$ cat src/rtl/assoc_store_pkg.sv
// assoc_pkg: shared types and default widths for the associative store.
//   op_e    : request opcode (READ/WRITE/DELETE/CLEAR)
//   state_e : control FSM states (IDLE, CLEAR sweep)
package assoc_pkg;
    localparam int DEF_DEPTH  = 8;
    localparam int DEF_KEY_W  = 32;
    localparam int DEF_DATA_W = 32;

    typedef enum logic [1:0] {
        OP_READ   = 2'd0,
        OP_WRITE  = 2'd1,
        OP_DELETE = 2'd2,
        OP_CLEAR  = 2'd3
    } op_e;

    typedef enum logic {
        S_IDLE  = 1'b0,
        S_CLEAR = 1'b1
    } state_e;
endpackage

$ cat src/rtl/assoc_match.sv
// assoc_match: combinational key search over all entries.
//   valid_i/keys_i : per-entry valid bits and keys
//   key_i          : search key
//   hit_o/hit_idx_o       : key present and its (lowest) entry index
//   free_found_o/free_idx_o : a free entry exists and the lowest free index
module assoc_match #(
    parameter int DEPTH = 8,
    parameter int KEY_W = 32,
    parameter int IDX_W = $clog2(DEPTH)
) (
    input  logic [DEPTH-1:0]            valid_i,
    input  logic [DEPTH-1:0][KEY_W-1:0] keys_i,
    input  logic [KEY_W-1:0]            key_i,
    output logic                        hit_o,
    output logic [IDX_W-1:0]            hit_idx_o,
    output logic                        free_found_o,
    output logic [IDX_W-1:0]            free_idx_o
);
    logic [DEPTH-1:0] match;

    for (genvar g = 0; g < DEPTH; g++) begin : g_cmp
        assign match[g] = valid_i[g] && (keys_i[g] == key_i);
    end

    // Scan high to low so the lowest index wins both encoders.
    always_comb begin
        hit_o        = 1'b0;
        hit_idx_o    = '0;
        free_found_o = 1'b0;
        free_idx_o   = '0;
        for (int i = DEPTH - 1; i >= 0; i--) begin
            if (match[i]) begin
                hit_o     = 1'b1;
                hit_idx_o = IDX_W'(i);
            end
            if (!valid_i[i]) begin
                free_found_o = 1'b1;
                free_idx_o   = IDX_W'(i);
            end
        end
    end
endmodule

$ cat src/rtl/assoc_store.sv
// assoc_store: fully associative key/value store with valid/ready requests
// and a registered one-cycle response pulse.
//   clk, rst (sync, active-high)
//   req_valid/req_ready/req_op/req_key/req_data : request port
//   rsp_valid/rsp_hit/rsp_err/rsp_data          : response (cycle after accept)
//   count/full/empty                            : occupancy status
// Optional: define ASSOC_STORE_EVICT_EN to replace entries round-robin on a
// write miss while full instead of reporting an error.
module assoc_store
    import assoc_pkg::*;
#(
    parameter int DEPTH  = DEF_DEPTH,
    parameter int KEY_W  = DEF_KEY_W,
    parameter int DATA_W = DEF_DATA_W,
    parameter int CNT_W  = $clog2(DEPTH + 1)
) (
    input  logic              clk,
    input  logic              rst,
    input  logic              req_valid,
    output logic              req_ready,
    input  logic [1:0]        req_op,
    input  logic [KEY_W-1:0]  req_key,
    input  logic [DATA_W-1:0] req_data,
    output logic              rsp_valid,
    output logic              rsp_hit,
    output logic              rsp_err,
    output logic [DATA_W-1:0] rsp_data,
    output logic [CNT_W-1:0]  count,
    output logic              full,
    output logic              empty
);
    localparam int IDX_W = $clog2(DEPTH);
    localparam logic [CNT_W-1:0] CNT_ONE  = CNT_W'(1);
    localparam logic [IDX_W-1:0] IDX_ONE  = IDX_W'(1);
    localparam logic [IDX_W-1:0] IDX_LAST = IDX_W'(DEPTH - 1);

    state_e                       state_q, state_d;
    logic [DEPTH-1:0]             valid_q, valid_d;
    logic [DEPTH-1:0][KEY_W-1:0]  keys_q, keys_d;
    logic [DEPTH-1:0][DATA_W-1:0] data_q, data_d;
    logic [CNT_W-1:0]             count_q, count_d;
    logic [IDX_W-1:0]             idx_q, idx_d;
    logic                         rsp_valid_q, rsp_valid_d;
    logic                         rsp_hit_q, rsp_hit_d;
    logic                         rsp_err_q, rsp_err_d;
    logic [DATA_W-1:0]            rsp_data_q, rsp_data_d;
`ifdef ASSOC_STORE_EVICT_EN
    logic [IDX_W-1:0]             victim_q, victim_d;
`endif

    logic             hit, free_found;
    logic [IDX_W-1:0] hit_idx, free_idx;

    assoc_match #(.DEPTH(DEPTH), .KEY_W(KEY_W), .IDX_W(IDX_W)) u_match (
        .valid_i      (valid_q),
        .keys_i       (keys_q),
        .key_i        (req_key),
        .hit_o        (hit),
        .hit_idx_o    (hit_idx),
        .free_found_o (free_found),
        .free_idx_o   (free_idx)
    );

    assign req_ready = (state_q == S_IDLE) && !rst;
    assign rsp_valid = rsp_valid_q;
    assign rsp_hit   = rsp_hit_q;
    assign rsp_err   = rsp_err_q;
    assign rsp_data  = rsp_data_q;
    assign count     = count_q;
    assign full      = (count_q == CNT_W'(DEPTH));
    assign empty     = (count_q == '0);

    always_comb begin
        state_d     = state_q;
        valid_d     = valid_q;
        keys_d      = keys_q;
        data_d      = data_q;
        count_d     = count_q;
        idx_d       = idx_q;
        rsp_valid_d = 1'b0;
        rsp_hit_d   = 1'b0;
        rsp_err_d   = 1'b0;
        rsp_data_d  = '0;
`ifdef ASSOC_STORE_EVICT_EN
        victim_d    = victim_q;
`endif
        case (state_q)
            S_IDLE: begin
                if (req_valid) begin
                    case (op_e'(req_op))
                        OP_READ: begin
                            rsp_valid_d = 1'b1;
                            rsp_hit_d   = hit;
                            if (hit) rsp_data_d = data_q[hit_idx];
                        end
                        OP_WRITE: begin
                            rsp_valid_d = 1'b1;
                            if (hit) begin
                                rsp_hit_d       = 1'b1;
                                data_d[hit_idx] = req_data;
                            end else if (free_found) begin
                                valid_d[free_idx] = 1'b1;
                                keys_d[free_idx]  = req_key;
                                data_d[free_idx]  = req_data;
                                count_d           = count_q + CNT_ONE;
                            end else begin
`ifdef ASSOC_STORE_EVICT_EN
                                // Full: replace the round-robin victim in place.
                                keys_d[victim_q] = req_key;
                                data_d[victim_q] = req_data;
                                victim_d = (victim_q == IDX_LAST) ? '0 : victim_q + IDX_ONE;
`else
                                rsp_err_d = 1'b1;
`endif
                            end
                        end
                        OP_DELETE: begin
                            rsp_valid_d = 1'b1;
                            if (hit) begin
                                rsp_hit_d        = 1'b1;
                                valid_d[hit_idx] = 1'b0;
                                count_d          = count_q - CNT_ONE;
                            end
                        end
                        OP_CLEAR: begin
                            state_d = S_CLEAR;
                            idx_d   = '0;
                        end
                        default: ;
                    endcase
                end
            end
            S_CLEAR: begin
                // One entry per cycle; response goes out with the last one.
                valid_d[idx_q] = 1'b0;
                if (valid_q[idx_q]) count_d = count_q - CNT_ONE;
                if (idx_q == IDX_LAST) begin
                    state_d     = S_IDLE;
                    rsp_valid_d = 1'b1;
                end else begin
                    idx_d = idx_q + IDX_ONE;
                end
            end
            default: state_d = S_IDLE;
        endcase
    end

    always_ff @(posedge clk) begin
        if (rst) begin
            state_q     <= S_IDLE;
            valid_q     <= '0;
            keys_q      <= '0;
            data_q      <= '0;
            count_q     <= '0;
            idx_q       <= '0;
            rsp_valid_q <= 1'b0;
            rsp_hit_q   <= 1'b0;
            rsp_err_q   <= 1'b0;
            rsp_data_q  <= '0;
`ifdef ASSOC_STORE_EVICT_EN
            victim_q    <= '0;
`endif
        end else begin
            state_q     <= state_d;
            valid_q     <= valid_d;
            keys_q      <= keys_d;
            data_q      <= data_d;
            count_q     <= count_d;
            idx_q       <= idx_d;
            rsp_valid_q <= rsp_valid_d;
            rsp_hit_q   <= rsp_hit_d;
            rsp_err_q   <= rsp_err_d;
            rsp_data_q  <= rsp_data_d;
`ifdef ASSOC_STORE_EVICT_EN
            victim_q    <= victim_d;
`endif
        end
    end
endmodule

$ cat config.mk
export PLATFORM = sky130hd
export DESIGN_NAME = assoc_store
export DESIGN_NICKNAME = d
export VERILOG_FILES = /design/src/rtl/assoc_store_pkg.sv /design/src/rtl/assoc_match.sv /design/src/rtl/assoc_store.sv
export SDC_FILE = /design/constraint.sdc
export NUM_CORES = 2
export LEC_CHECK = 0
export BUFFER_PORTS_ARGS = -buffer_cell sky130_fd_sc_hd__clkbuf_2
export CORE_ASPECT_RATIO = 0.7
export CORE_MARGIN = 1
export CORE_UTILIZATION = 67
export DETAILED_ROUTE_END_ITERATION = 10
export PLACE_DENSITY = 0.94
export SETUP_SLACK_MARGIN = 0.02
export SYNTH_ARGS = -nofsm -noshare
export SYNTH_HDL_FRONTEND = slang
export SYNTH_SLANG_ARGS = --single-unit
$ cat constraint.sdc
create_clock -name clk -period 6.3 [get_ports clk]
set_input_delay 0.945 -clock clk [delete_from_list [all_inputs] [get_ports clk]]
set_output_delay 0.945 -clock clk [all_outputs]
set_load 0.03 [all_outputs]
==> results by group <==
Routing
  • Final wirelength: roughly 83000 µm
  • Initial drt markers: 2713
  • Vias per cell: between 6 and 7
  • Routed Antenna Nets: 0
  • Vias after detailed routing: between 20000 and 25000
  • Initial DRT Pass Iterations: 6
  • Post-DR wirelength/cell: 24.3 µm
  • DRC violations left: 0

Finish
  • Filler Cell Count: ~2800
  • Post-route insts no fill: between 3000 and 4000
  • # diodes: 0
  • Layout cells sized above 1: 0.111
  • # nets final: 2888
  • Synth-to-Final Area Change: 7.18%

Worst setup path
  • WP data required: approximately 6.8 ns
  • Reg2reg setup slack: roughly 2.2 ns
  • Critical Path Fanout Max: 41
  • CP Class: input pin to flop
  • CP endpoint kind: flop
  • CP peak stage delay: 0.72 ns
  • Worst-case reg-to-reg path depth: 10
  • Startpoint types: input pin
  • Critical path's most frequent cell: buf_4
  • Crit path DAT: slightly above 5 ns
  • Worst path slowest cell: o21ai_4
  • Critical-path cell list: clkbuf_2 -> xor2_1 -> nor4_1 -> nand4_1 -> or4_2 -> buf_4 -> nand4b_4 -> nor3_4 -> o21ai_4 -> buf_4 -> mux2i_1

Timing
  • Pins Over Slew Limit: 0
  • RSZ-0062 raised after global routing: false
  • Final hold vios: 0
  • Tcrit/Tclk final: 0.723
  • Worst setup margin: 1.75 ns
  • Slew @ Worst Pin: about 1.1 ns
  • Clock skew: 0.0190 ns
  • Slew headroom: 0.282
  • # setup viols final: 0
  • TNS Setup: 0 ns
  • Fmax: 220 MHz
  • Fin crit period: 4.55 ns

Power
  • Static leakage: between 10 and 15 nW
  • Max VDD drop: 0.260 mV
  • PwrDens: 249 mW/mm²

Synthesis
  • Synthesized cell area: about 0.027 mm²
  • Avg Inst Size Synth: 9.49 µm²
  • Synth Flop Type: dfxtp_1
  • Most common cell in the netlist: dfxtp_1
  • Cell count after synthesis: 2892
  • Ranking of synthesized cells by area: dfxtp_1 41%, mux2i_1 16%, nand2b_1 6.9%
  • EDFF count, synth: 0
  • Sequential share of the synthesized area: 0.411
  • Syn_nets: 2965
  • Synth top area share: 0.411
  • Synth warn: 0
  • Dominant cell type by area after synthesis: dfxtp_1
  • Post-synth top cells: 563 x dfxtp_1, 451 x mux2i_1, 302 x nand2b_1, 231 x nor2_1, 201 x xor2_1
  • Ys async rst share: 0
  • FF+latch count, synth: ~560
  • Synth unique cells: between 60 and 70

GRT
  • First-pass GRT wire length: 124000 µm
  • Initial antenna violation count: 1
  • Vias in the first global route: 21200
  • Grt total ovfl: 0
  • GRT Overall Usage: 0.385
  • Largest net degree at the start of global routing: 266

Worst hold path
  • Hold Crit Class: flop to flop
  • Worst Hold Path Cells: 2

Clock tree
  • PostCTS Resize Cnt: 0
  • Root buffer cell: clkbuf_16
  • Clock slew at reported path FFs: 0.06 ns
  • Longest Clk Path Bufs: 3
  • Clock sinks: between 500 and 600
  • Worst-skew pair later-pin latency: between 0.6 and 0.7 ns
  • CTS tree: done
  • H-tree depth: 2
  • CTS Hold Bufs: 0
  • TritonCTS Buffers: 52
  • Postcts setup bufs: 0

Floorplanning
  • Core ar.: 0.0401 mm²
  • Row Count: 61
  • Die X: 244 µm
  • Die height: 171 µm
  • Die ar.: 0.0418 mm²
  • IO Count: ~110
  • Initial Utilization: 0.685

Placement
  • Dpl cells: approximately 3300
  • Port bufs: 110
  • Place WS: about 1.3 ns
  • Placer Congestion: 1.01
  • DP HPWL: roughly 53000 µm

Outcome
  • Status: completed

Job
  • Max Cap Viol: 0
flip-flops by register name, summed over array words and instances (netlist names):
| signal | flops |
|---|---|
| count | 4 |
| data_q | 256 |
| idx_q | 3 |
| keys_q | 256 |
| rsp_data | 32 |
| rsp_err | 1 |
| rsp_hit | 1 |
| rsp_valid | 1 |
| state_q | 1 |
| valid_q | 8 |
logic make-up (layout without fill, tap and decap cells):
family          after synthesis  count (layout)  share of synthesized area
simple gates                893             893                      0.180
flops                       563             563                      0.411
mux                         482             482                      0.178
compound gates              354             354                     0.0848
buf+inv                     343             309                     0.0631
xor+xnor                    253             253                     0.0815
fa+ha+maj                     4               4                    0.00182
worst max-delay path, delay by kind of cell:
kind	cells	cell delay, ns
compound gates	1	0.72
xor+xnor	1	0.25
buf+inv	3	1.20
mux	1	0.26
simple gates	5	1.62
worst paths after layout:
| kind | start | to |
|---|---|---|
| hold / removal | data_q[106] | data_q[106] |
| hold reg to reg | data_q[106] | data_q[106] |
| setup / recovery | req_key[29] | data_q[198] |
| setup reg to reg | keys_q[7] | data_q[198] |
layout make-up:
cell class,count,area [µm²],area share
Multi-Input combinational cell,1986,14600,0.495
Sequential cell,563,11300,0.383
Inverter,56,210,0.00714
Timing Repair Buffer,156,931,0.0316
Tap cell,535,669,0.0228
Clock inverter,26,231,0.00787
Clock buffer,71,1530,0.0521
power breakdown:
part / internal (mW) / leakage, nW / switching, mW / total [mW]
clock network: 1.80 / 0.876 / 1.44 / 3.24
logic: 0.148 / 6.30 / 0.344 / 0.492
registers: 3.58 / 4.54 / 0.0193 / 3.60
total: 5.52 / 11.7 / 1.81 / 7.33
cells in the final DEF, fill, tap and decap left out, types with 4 or more instances in the layout:
| cell | netlist | layout |
|---|---|---|
| a221oi_1 | 32 | 32 |
| ha_1 | 4 | 4 |
| mux2_2 | 26 | 26 |
| nor3_1 | 26 | 25 |
| clkbuf_2 | 2 | 109 |
| nand4_1 | 60 | 60 |
| mux2i_1 | 451 | 451 |
| nor2b_1 | 6 | 6 |
| a21bo_2 | 6 | 6 |
| a31oi_1 | 42 | 42 |
| nor4_4 | 0 | 6 |
| nor4_1 | 83 | 83 |
| nand2b_1 | 302 | 302 |
| clkbuf_8 | 0 | 16 |
| dfxtp_1 | 563 | 563 |
| and3_1 | 5 | 5 |
| clkinvlp_4 | 0 | 4 |
| xor2_1 | 201 | 201 |
| clkbuf_16 | 0 | 52 |
| or4_1 | 11 | 10 |
| nand4b_1 | 11 | 11 |
| a22oi_1 | 61 | 61 |
| nor2_1 | 231 | 229 |
| nand2_1 | 27 | 27 |
| nor2_2 | 3 | 4 |
| inv_1 | 56 | 56 |
| buf_4 | 23 | 44 |
| o22ai_1 | 6 | 6 |
| nand3_1 | 93 | 93 |
| o21ai_0 | 76 | 76 |
| xnor2_1 | 49 | 49 |
| o21ai_4 | 2 | 7 |
| clkinv_2 | 0 | 15 |
| a21oi_1 | 72 | 72 |
| o31ai_1 | 36 | 36 |
| or3_1 | 9 | 9 |
metal layers:
layer / wire [µm] / vias to the layer above / global-route usage
met5: 0 / - / 0
met4: 2500 / 0 / 0.130
met3: 11300 / 208 / 0.125
met2: 34000 / 1323 / 0.545
met1: 34700 / 10900 / 0.546
li1: - / 9910 / -
stage by stage:
step / hold slack, ns / area (µm²) / utilization / total power [mW]
2_1_floorplan: 0.443 / 27500 / - / 4.01
3_3_place_gp: 0.453 / 27700 / 0.690 / 4.13
3_5_place_dp: 0.467 / 27700 / 0.690 / 4.14
4_1_cts: 0.478 / 29400 / 0.734 / 7.31
5_1_grt: 0.495 / 29400 / 0.734 / 7.50
6_report: 0.475 / 29400 / 0.734 / 7.33
Power figures use the tool's default switching activity.
